==> src/rtl/fios_pkg.sv <==
// Shared types for the FIOS result collector: block width, block type and FSM states.
package fios_pkg;
  localparam int BLK_W = 17;

  typedef logic [BLK_W-1:0] blk_t;

  typedef enum logic [1:0] {
    IDLE    = 2'd0,
    CAPTURE = 2'd1,
    SUB     = 2'd2,
    OUT     = 2'd3
  } state_e;
endpackage

==> src/rtl/fios_res_collect_if.sv <==
// Bus bundle of the result collector: FIOS push side, modulus read port and output stream.
interface fios_res_collect_if
  import fios_pkg::*;
#(
  parameter int s = 16
);
  localparam int AW = $clog2(s + 1);

  blk_t          res_i;
  logic          res_push_i;
  logic          last_i;
  logic [AW-1:0] n_addr_o;
  logic          n_rd_o;
  blk_t          n_i;
  blk_t          out_o;
  logic          out_valid_o;
  logic          out_ready_i;
  logic          out_last_o;

  // collector side
  modport slave (
    input  res_i, res_push_i, last_i, n_i, out_ready_i,
    output n_addr_o, n_rd_o, out_o, out_valid_o, out_last_o
  );

  // environment side: FIOS array, operand memory and result consumer
  modport master (
    output res_i, res_push_i, last_i, n_i, out_ready_i,
    input  n_addr_o, n_rd_o, out_o, out_valid_o, out_last_o
  );
endinterface

==> src/rtl/fios_res_collect_blk_sub.sv <==
// One 17-bit block of the final subtraction: diff = minuend - subtrahend - borrow_in.
module blk_sub
  import fios_pkg::*;
(
  input  blk_t minuend,
  input  blk_t subtrahend,
  input  logic borrow_in,
  output blk_t diff,
  output logic borrow_out
);
  logic [BLK_W:0] wide_s;

  // one extra bit so the borrow appears as the MSB of the wrapped difference
  assign wide_s     = {1'b0, minuend} - {1'b0, subtrahend} - {{BLK_W{1'b0}}, borrow_in};
  assign diff       = wide_s[BLK_W-1:0];
  assign borrow_out = wide_s[BLK_W];
endmodule

==> src/rtl/fios_res_collect.sv <==
// Captures the s+1 FIOS result blocks, subtracts the modulus once if P >= n,
// and streams the reduced result out LS block first.
module fios_res_collect
  import fios_pkg::*;
#(
  parameter int s = 16
) (
  input  logic              clock_i,
  input  logic              reset_i,
  fios_res_collect_if.slave bus,
  output logic              busy_o,
  output logic              err_o
);
  localparam int AW = $clog2(s + 1);
  localparam int CW = $clog2(s + 2);
  localparam logic [CW-1:0] CNT_ZERO = {CW{1'b0}};
  localparam logic [CW-1:0] CNT_ONE  = CW'(1);
  localparam logic [CW-1:0] CNT_S    = CW'(s);
  localparam logic [CW-1:0] CNT_S1   = CW'(s + 1);

  state_e        state_r, state_nx_s;
  logic [CW-1:0] wcnt_r, wcnt_nx_s, k_r, k_nx_s, rcnt_r, rcnt_nx_s;
  logic          last_seen_r, last_seen_nx_s;
  logic          borrow_r, borrow_nx_s, sel_r, sel_nx_s, err_r, err_nx_s;

  blk_t          p_mem_r [s+1];
  blk_t          d_mem_r [s+1];
  logic          p_we_s, d_we_s;
  logic [CW-1:0] p_waddr_s, sub_idx_s;
  blk_t          nb_s, diff_s;
  logic          bout_s;

  logic [AW-1:0] n_addr_r, n_addr_nx_s;
  logic          n_rd_r, n_rd_nx_s;
  blk_t          out_r, out_nx_s;
  logic          out_valid_r, out_valid_nx_s, out_last_r, out_last_nx_s;
  logic          busy_r, busy_nx_s;
  logic          hs_s;

  assign hs_s = out_valid_r & bus.out_ready_i;

  // k = 0 only primes the modulus read; block k-1 is reduced from k = 1 on, the top block against 0
  assign sub_idx_s = (k_r == CNT_ZERO) ? CNT_ZERO : (k_r - CNT_ONE);
  assign nb_s      = (k_r == CNT_S1) ? {BLK_W{1'b0}} : bus.n_i;

  blk_sub u_blk_sub (
    .minuend    (p_mem_r[sub_idx_s]),
    .subtrahend (nb_s),
    .borrow_in  (borrow_r),
    .diff       (diff_s),
    .borrow_out (bout_s)
  );

  // next-state, counters, error and buffer write enables
  always_comb begin
    state_nx_s     = state_r;
    wcnt_nx_s      = wcnt_r;
    k_nx_s         = k_r;
    rcnt_nx_s      = rcnt_r;
    last_seen_nx_s = last_seen_r;
    borrow_nx_s    = borrow_r;
    sel_nx_s       = sel_r;
    err_nx_s       = err_r;
    p_we_s         = 1'b0;
    p_waddr_s      = wcnt_r;
    d_we_s         = 1'b0;
    case (state_r)
      IDLE: begin
        if (bus.res_push_i) begin
          p_we_s         = 1'b1;
          p_waddr_s      = CNT_ZERO;
          wcnt_nx_s      = CNT_ONE;
          last_seen_nx_s = last_seen_r | bus.last_i;
          state_nx_s     = CAPTURE;
        end else begin
          state_nx_s = IDLE;
        end
      end
      CAPTURE: begin
        last_seen_nx_s = last_seen_r | bus.last_i;
        if (bus.res_push_i) begin
          p_we_s    = 1'b1;
          wcnt_nx_s = wcnt_r + CNT_ONE;
          if (wcnt_r == CNT_S) begin
            state_nx_s  = SUB;
            k_nx_s      = CNT_ZERO;
            borrow_nx_s = 1'b0;
            err_nx_s    = err_r | ~last_seen_r;
          end else begin
            state_nx_s = CAPTURE;
          end
        end else begin
          state_nx_s = CAPTURE;
        end
      end
      SUB: begin
        err_nx_s = err_r | bus.res_push_i;
        if (k_r != CNT_ZERO) begin
          d_we_s      = 1'b1;
          borrow_nx_s = bout_s;
        end else begin
          borrow_nx_s = 1'b0;
        end
        if (k_r == CNT_S1) begin
          sel_nx_s   = ~bout_s;
          rcnt_nx_s  = CNT_ZERO;
          state_nx_s = OUT;
        end else begin
          k_nx_s = k_r + CNT_ONE;
        end
      end
      OUT: begin
        err_nx_s = err_r | bus.res_push_i;
        if (hs_s && (rcnt_r == CNT_S)) begin
          state_nx_s     = IDLE;
          wcnt_nx_s      = CNT_ZERO;
          rcnt_nx_s      = CNT_ZERO;
          last_seen_nx_s = 1'b0;
        end else if (hs_s) begin
          rcnt_nx_s = rcnt_r + CNT_ONE;
        end else begin
          rcnt_nx_s = rcnt_r;
        end
      end
      default: begin
        state_nx_s = IDLE;
      end
    endcase
  end

  // registered outputs are computed from the next state so they line up with it
  always_comb begin
    n_rd_nx_s      = (state_nx_s == SUB) && (k_nx_s < CNT_S);
    n_addr_nx_s    = {AW{1'b0}};
    out_nx_s       = {BLK_W{1'b0}};
    out_valid_nx_s = (state_nx_s == OUT);
    out_last_nx_s  = 1'b0;
    busy_nx_s      = (state_nx_s != IDLE);
    if (n_rd_nx_s) begin
      n_addr_nx_s = k_nx_s[AW-1:0];
    end else begin
      n_addr_nx_s = {AW{1'b0}};
    end
    if (state_nx_s == OUT) begin
      out_nx_s      = sel_nx_s ? d_mem_r[rcnt_nx_s] : p_mem_r[rcnt_nx_s];
      out_last_nx_s = (rcnt_nx_s == CNT_S);
    end else begin
      out_nx_s      = {BLK_W{1'b0}};
      out_last_nx_s = 1'b0;
    end
  end

  // state, counters, flags and output registers
  always_ff @(posedge clock_i or negedge reset_i) begin
    if (!reset_i) begin
      state_r     <= IDLE;
      wcnt_r      <= CNT_ZERO;
      k_r         <= CNT_ZERO;
      rcnt_r      <= CNT_ZERO;
      last_seen_r <= 1'b0;
      borrow_r    <= 1'b0;
      sel_r       <= 1'b0;
      err_r       <= 1'b0;
      n_addr_r    <= {AW{1'b0}};
      n_rd_r      <= 1'b0;
      out_r       <= {BLK_W{1'b0}};
      out_valid_r <= 1'b0;
      out_last_r  <= 1'b0;
      busy_r      <= 1'b0;
    end else begin
      state_r     <= state_nx_s;
      wcnt_r      <= wcnt_nx_s;
      k_r         <= k_nx_s;
      rcnt_r      <= rcnt_nx_s;
      last_seen_r <= last_seen_nx_s;
      borrow_r    <= borrow_nx_s;
      sel_r       <= sel_nx_s;
      err_r       <= err_nx_s;
      n_addr_r    <= n_addr_nx_s;
      n_rd_r      <= n_rd_nx_s;
      out_r       <= out_nx_s;
      out_valid_r <= out_valid_nx_s;
      out_last_r  <= out_last_nx_s;
      busy_r      <= busy_nx_s;
    end
  end

  // buffers carry no reset: every entry is written before the FSM can read it
  always_ff @(posedge clock_i) begin
    if (p_we_s) begin
      p_mem_r[p_waddr_s] <= bus.res_i;
    end
    if (d_we_s) begin
      d_mem_r[sub_idx_s] <= diff_s;
    end
  end

  assign bus.n_addr_o    = n_addr_r;
  assign bus.n_rd_o      = n_rd_r;
  assign bus.out_o       = out_r;
  assign bus.out_valid_o = out_valid_r;
  assign bus.out_last_o  = out_last_r;
  assign busy_o          = busy_r;
  assign err_o           = err_r;
endmodule

==> src/flat_wrapper.sv <==
// flat-port wrapper written by rule: the top's interface ports become plain ports
module fios_res_collect_flat import fios_pkg::*;
#(
  parameter int s = 16
)
  (clock_i, reset_i, busy_o, err_o, bus_res_i, bus_res_push_i, bus_last_i, bus_n_i, bus_out_ready_i, bus_n_addr_o, bus_n_rd_o, bus_out_o, bus_out_valid_o, bus_out_last_o);
  fios_res_collect_if #(.s(s)) bus_i ();
  input  logic clock_i;
  input  logic reset_i;
  output logic busy_o;
  output logic err_o;
  input wire logic [$bits(bus_i.res_i)-1:0] bus_res_i;
  input wire logic [$bits(bus_i.res_push_i)-1:0] bus_res_push_i;
  input wire logic [$bits(bus_i.last_i)-1:0] bus_last_i;
  input wire logic [$bits(bus_i.n_i)-1:0] bus_n_i;
  input wire logic [$bits(bus_i.out_ready_i)-1:0] bus_out_ready_i;
  output wire logic [$bits(bus_i.n_addr_o)-1:0] bus_n_addr_o;
  output wire logic [$bits(bus_i.n_rd_o)-1:0] bus_n_rd_o;
  output wire logic [$bits(bus_i.out_o)-1:0] bus_out_o;
  output wire logic [$bits(bus_i.out_valid_o)-1:0] bus_out_valid_o;
  output wire logic [$bits(bus_i.out_last_o)-1:0] bus_out_last_o;
  assign bus_i.res_i = bus_res_i;
  assign bus_i.res_push_i = bus_res_push_i;
  assign bus_i.last_i = bus_last_i;
  assign bus_i.n_i = bus_n_i;
  assign bus_i.out_ready_i = bus_out_ready_i;
  assign bus_n_addr_o = bus_i.n_addr_o;
  assign bus_n_rd_o = bus_i.n_rd_o;
  assign bus_out_o = bus_i.out_o;
  assign bus_out_valid_o = bus_i.out_valid_o;
  assign bus_out_last_o = bus_i.out_last_o;
  fios_res_collect #(.s(s)) u_core (.clock_i(clock_i), .reset_i(reset_i), .bus(bus_i), .busy_o(busy_o), .err_o(err_o));
endmodule
==> config.mk <==
export PLATFORM = sky130hd
export DESIGN_NAME = fios_res_collect_flat
export DESIGN_NICKNAME = d
export VERILOG_FILES = /design/src/rtl/fios_pkg.sv /design/src/rtl/fios_res_collect_if.sv /design/src/rtl/fios_res_collect_blk_sub.sv /design/src/rtl/fios_res_collect.sv /design/src/flat_wrapper.sv
export SDC_FILE = /design/constraint.sdc
export NUM_CORES = 1
export LEC_CHECK = 0
export BUFFER_PORTS_ARGS = -buffer_cell sky130_fd_sc_hd__buf_4
export CORE_MARGIN = 2
export CORE_UTILIZATION = 57
export CTS_BUF_LIST = sky130_fd_sc_hd__clkbuf_16
export DETAILED_ROUTE_END_ITERATION = 6
export PLACE_DENSITY = 0.73
export SYNTH_ARGS = -nofsm -noshare
export SYNTH_HDL_FRONTEND = slang
export SYNTH_SLANG_ARGS = --single-unit
==> constraint.sdc <==
create_clock -name clock_i -period 6.8 [get_ports clock_i]
set_input_delay 1.36 -clock clock_i [delete_from_list [all_inputs] [get_ports clock_i]]
set_output_delay 1.36 -clock clock_i [all_outputs]
set_load 0.02 [all_outputs]
After elaboration in Yosys (flattened, before gate mapping)

Memory sizes are Yosys's and may differ from the RTL's.
Index checks and enable logic that the tools add are counted.

RAM bits: 578
Logic and storage cells: 103
Output and inout bits: 27
Bits in read-only memories: 0
Flip-flop bits (word level): 47
Memories kept: 2
Bits in latches: 0

Memory list:

| memory         | words | bits a word | rd ports | clocked after Yosys merged registers in | wr ports | line                   | text |
|---|---|---|---|---|---|---|---|
| u_core.d_mem_r | 17    | 17          | 1        | 0                                       | 1        | fios_res_collect.sv:27 | `blk_t d_mem_r [s+1];` |
| u_core.p_mem_r | 17    | 17          | 2        | 0                                       | 1        | fios_res_collect.sv:26 | `blk_t p_mem_r [s+1];` |

Bitwise logic cells: 6
Reduce and logical (&&, ||, !) cells: 15
Multiplexer cells: 46
$mul: 0
Shift-type cells: 0
Equal/unequal tests: 13
Div/mod/pow operators: 0
$add $sub $neg: 6
$lt $le $gt $ge: 1

Operators by type and width:

| cell                                              | number |
|---|---|
| two-way mux 5 bit                                 | 13 |
| two-way mux 17 bit                                | 3 |
| == test 5 bit, second input constant              | 4 |
| one-hot mux 5 bit (2 select lines)                | 2 |
| two-way mux 1 bit                                 | 19 |
| subtractor 17 x 17 -> 18 bit                      | 1 |
| subtractor 18 x 1 -> 18 bit                       | 1 |
| adder 5 x 1 -> 5 bit, second input constant       | 3 |
| one-hot mux 5 bit (3 select lines)                | 1 |
| AND reduction 3 bit                               | 3 |
| == test 2 bit, second input constant              | 4 |
| two-way mux 2 bit                                 | 4 |
| one-hot mux 2 bit (4 select lines)                | 1 |
| nonzero test 2 bit                                | 3 |
| logical NOT 5 bit                                 | 1 |
| less-than comparator 5 bit, second input constant | 1 |
| nonzero test 5 bit                                | 1 |
| subtractor 5 x 1 -> 5 bit, second input constant  | 1 |
| != test 2 x 1 -> 1 bit, second input constant     | 2 |
| != test 2 bit, second input constant              | 2 |
| one-hot mux 1 bit (2 select lines)                | 2 |
| AND reduction 4 bit                               | 1 |
| OR reduction 2 bit                                | 2 |
| bitwise OR 1 bit                                  | 3 |
| other kinds (7)                                   | 9 |

Depth between registers and ports, before layout

An unclocked memory read counts as a cell.

Word-level depth: 10
Gate-level depth with buffers: 27
Mapped depth without buffers: 21

Modules after synthesis

Synthesis repeated with hierarchy kept, for this count alone.

Cell total of the unflattened synthesis: 2225
Area, all modules: 29148.0 sq um

Modules (own cells, without submodules):

| module           | area an instance (sq um) | cells an instance | times used |
|---|---|---|---|
| fios_res_collect | 27891.8                  | 2041              | 1 |
| blk_sub          | 1256.2                   | 184               | 1 |

Least setup slack after synthesis

OpenSTA, ideal clock, no wires.

Path type: reg2reg
Start point: register u_core.k_r[0]
End point: memory u_core.d_mem_r[0][14] in the netlist's numbering (data pin)
Arrival: 6.008 ns
Slack: 0.444 ns
Path buffers: 5
Period minus slack after synthesis: 6.356 ns
Stages on the path, launching flop included: 26
Setup time: 0.348 ns
Cells stage by stage: dfrtp_1 > clkinv_1 > clkbuf_1 > clkbuf_1 > ha_1 > or4b_1 > clkbuf_1 > nand2b_1 > clkbuf_1 > clkbuf_1 > o22ai_1 > a21oi_1 > o22ai_1 > a21oi_1 > o221ai_1 > fa_1 > fa_1 > a21boi_0 > o21ai_0 > a21boi_0 > o21a_1 > o21a_1 > o211ai_1 > a21boi_0 > o21ai_0 > a211oi_1

Longest elaborated chain between the ends: 5

Ends and longest elaborated chain:

| element                                                        | line                           | text |
|---|---|---|
| from (decl)                                                    | fios_res_collect.sv:22         | `logic [CW-1:0] wcnt_r, wcnt_nx_s, k_r, k_nx_s, rcnt_r, rcnt_nx_s;` |
| from (signal assigned)                                         | fios_res_collect.sv:173        | `k_r <= k_nx_s;` |
| subtractor 5 x 1 -> 5 bit or logical NOT 5 bit (tied branches) | fios_res_collect.sv:43         | `assign sub_idx_s = (k_r == CNT_ZERO) ? CNT_ZERO : (k_r - CNT_ONE);` |
| two-way mux 5 bit                                              | fios_res_collect.sv:43         |  |
| memory (17 x 17 bit)                                           | --                             |  |
| subtractor 17 x 17 -> 18 bit *                                 | fios_res_collect_blk_sub.sv:14 | `assign wide_s = {1'b0, minuend} - {1'b0, subtrahend} - {{BLK_W{1'b0}}, borrow_in};` |
| subtractor 18 x 1 -> 18 bit *                                  | fios_res_collect_blk_sub.sv:14 |  |
| via u_core.diff_s[14]                                          | fios_res_collect.sv:30         | `blk_t nb_s, diff_s;` |
| to (decl)                                                      | fios_res_collect.sv:27         |  |

Mark *: on every way through the listed nets, which the timed path passes. The rest lies on a longest branch.

Worst setup path after layout

Start point: register u_core.k_r[1]
End point: memory u_core.d_mem_r[9][12] in the netlist's numbering (data pin)

Same word-level chain as after synthesis.

==> impl_results.md <==
* Status: complete, but fails checks
* Failing checks: DRC
* Ys Warns at 0
* Dpl hpwl at 51.5 mm
* Num CTS Buffers at 61
* Worst path buffer plus inverter count at 2
* Total Neg Setup Slack at 0 ns
* Post-synth design cell area at 29300 µm²
* Max VDD drop at about 0.23 mV
* Highest Clock Rate at 157 MHz
* Quantity of gates resized following cts at 0
* CP dominant cell by count: a21boi_0
* Initial DRT Pass Iterations at 7
* Crit start category: flip-flop
* Syn Area/Cell at 12.2 µm²
* Total wire length at around 90 mm
* Rows at just over 80
* Commonest non-fill, non-tap cells in the layout: edfxtp_1, nand2_1, buf_4
* Headroom to the max-slew limit at under 10%
* Clock power share at 34.4%
* Final max-slew violation count at 0
* Ys flop type: edfxtp_1
* Nets@finish at 2516
* Worst Slack Setup Final at approximately 0.45 ns
* Post-DP Area at approximately 31000 µm²
* Reg clk slew, reported paths at 0.06 ns
* H-tree depth at 2
* Via density at 6.84
* Commonest non-fill, non-tap cell in the layout: edfxtp_1
* Share of cells above drive strength 1 at 15.5%
* CTS tree: yes
* Final setup fails at 0
* Worst min-delay path class: reg2reg
* P_sw at around 2600 µW
* Clk_skew at 0.0153 ns
* RePlAce Congestion at 0.930
* Hold Buf Count CTS at 0
* Max FO, Critical Path at 22
* Crit path max-delay family: compound AO/OA/AOI/OAI gates
* Post-synthesis register bit count at 625
* Synth async-reset ratio at 7.52%
* Post-CTS Setup Inserts at 0
* Root Driver: clkbuf_16
* Hold slack at 0.461 ns
* Power per cell area at 298 nW/µm²
* Period utilization at 93.4%
* Initial antenna violation count at 6
* IO Count at 66
* DIE AREA at 53200 µm²
* Worst Path Required at around 7 ns
* Setup WS pre-CTS at ~0.8 ns
* Total GRT Usage at 33.1%
* Total gr overflow at 0
* DRT iter0 DRCs at 3323
* Area grow syn2layout at 11.5%
* First-pass GRT wire length at ~130 mm
* Crit path arrival time at between 6 and 7 ns
* Share of the yosys chip area belonging to registers at 63.3%
* Worst Setup End Kind: flip-flop
* Net Count, Synth at 2482
* Initial Util at 57.3%
* Leak Pwr at 0.0112 µW
* Worst-Skew Late Latency at 0.64 ns
* Int Pwr at roughly 7100 µW
* Worst path slowest cell: o211ai_1
* Crit path time final at 6.35 ns
* Switching share of power at about a quarter
* Clk sinks at between 600 and 700
* Syn Inst Count at 2398
* Power share of the sequential group at 50.5%
* Wire per inst at 28.2 µm
* Core box area at 51100 µm²
* Combinational power share at 15.1%
* RSZ-0062 raised after global routing: false
* Residual DRC at 1
* Input/output buffers at 65
* Final count of hold timing violations at 0
* Clock Tree Buf Depth at 3
* Design area at 32700 µm²
* Max stage delay on crit path at around 0.58 ns
* Vias in the first global route at 20800
* Post-DRT Antenna Nets at 0
* CP Cell Sequence: inv_1, ha_1, nor3b_1, mux2i_2, buf_4, o211ai_1, o22ai_1, a21oi_1, o221ai_1, fa_1, fa_1, a21boi_0, o21ai_0, a21boi_0, o21a_1, o21a_1, o211ai_1, a21boi_0, or4_1, nand3_1
* Die X at 231 µm
* Fillers at approximately 3800
* Die Y at 231 µm
* Worst-Margin Slew at 1.41 ns
* Max-Cap Viols at 0
* Post-synth EDFFs at 578
* Final Util at 64.0%
* Largest net degree at the start of global routing at 171
* Vias at between 20000 and 25000
* Cell variety after synth at 73
* CP Class: reg2reg
flip-flops by register name, indices dropped and copies added, names as in the netlist, 2 cells and up:
| signal | count |
|---|---|
| u_core.k_r | 5 |
| u_core.bus.n_addr_o | 5 |
| u_core.state_r | 2 |
| u_core.p_mem_r | 289 |
| u_core.wcnt_r | 5 |
| u_core.bus.out_o | 17 |
| u_core.rcnt_r | 5 |
| u_core.d_mem_r | 289 |
metal layers:
layer  vias up  track usage, %  share of wire, %
met4         2            17.7               5.8
met1     10500            44.4                37
met3       334            6.65                12
li1       9269               -                 -
met5         -               0             0.018
met2      1517            51.5                46
cells in the mapped netlist (47+ instances only):
library cell	count	area share, %
nand2_1	341	4.4
inv_1	60	0.77
a311oi_1	60	1.8
a211oi_1	57	1.5
a21oi_1	110	1.9
mux2_2	73	2.8
o22ai_1	75	1.6
o21ai_0	103	1.8
edfxtp_1	578	59
nor2_1	114	1.5
or3_1	50	1.1
clkbuf_1	114	1.5
and3_1	51	1.1
nand3_1	111	1.9
dfrtp_1	47	4.0
power by group through the flow:
stage | combinational (µW) | sequential, µW | clock [µW]
2_1_floorplan | 870 | 4960 | 0
3_3_place_gp | 1360 | 4980 | 0
3_5_place_dp | 1400 | 4990 | 0
4_1_cts | 1410 | 4910 | 3360
5_1_grt | 1580 | 4920 | 3520
6_report | 1470 | 4910 | 3350
cell type report:
cell class / instances / area [µm²] / area share [%]
repair buffers: 147 / 1170 / 3.57
flip-flops and latches: 625 / 18500 / 56.7
inverters: 63 / 245 / 0.750
diodes: 3 / 7.51 / 0.0230
clock buffers: 62 / 1550 / 4.75
well taps: 680 / 851 / 2.60
multi-input cells: 1534 / 9900 / 30.3
clock inverters: 51 / 423 / 1.29
final timing paths:
path	startpoint	endpoint	slack [ns]	depth (start not counted)
setup / recovery	u_core.k_r[1]$_DFF_PN0_	u_core.d_mem_r[9][12]$_DFFE_PP_	0.45	20
hold / removal	u_core.err_o$_DFFE_PN0P_	u_core.err_o$_DFFE_PN0P_	0.46	1
setup reg to reg	u_core.k_r[1]$_DFF_PN0_	u_core.d_mem_r[9][12]$_DFFE_PP_	0.45	20
hold reg to reg	u_core.err_o$_DFFE_PN0P_	u_core.err_o$_DFFE_PN0P_	0.46	1
max in group asynchronous	reset_i	u_core.k_r[0]$_DFF_PN0_	5.46	1
min in group asynchronous	reset_i	u_core.bus.n_addr_o[4]$_DFF_PN0_	0.77	1
worst register-to-register path: stages, from the launching register on:
cell and delay [ns]:
dfrtp_1 0.43, inv_1 0.15, ha_1 0.21, nor3b_1 0.33
mux2i_2 0.12, buf_4 0.29, o211ai_1 0.58, o22ai_1 0.21
a21oi_1 0.23, o221ai_1 0.32, fa_1 0.56, fa_1 0.44
a21boi_0 0.26, o21ai_0 0.11, a21boi_0 0.26, o21a_1 0.17
o21a_1 0.14, o211ai_1 0.16, a21boi_0 0.35, or4_1 0.17
nand3_1 0.41
cells by family after synthesis:
logic type	Yosys count	synth area share (%)
and+or+nand+nor	785	12.4
buffers and inverters	239	3.44
other	1	0.0128
DFF	625	63.3
xor gates and xnor gates	11	0.329
adders and majority gates	45	1.97
muxes	130	5.61
AOI/OAI and AO/OA	562	12.9
metrics by stage:
step                total power (µW)  cells
floorplan                       5830   2398
global placement                6330   3048
detailed placement              6390   3048
CTS                             9680   3161
global route                   10000   3164
finish                          9730   3165
No activity file was read; power rests on OpenSTA's default activity.
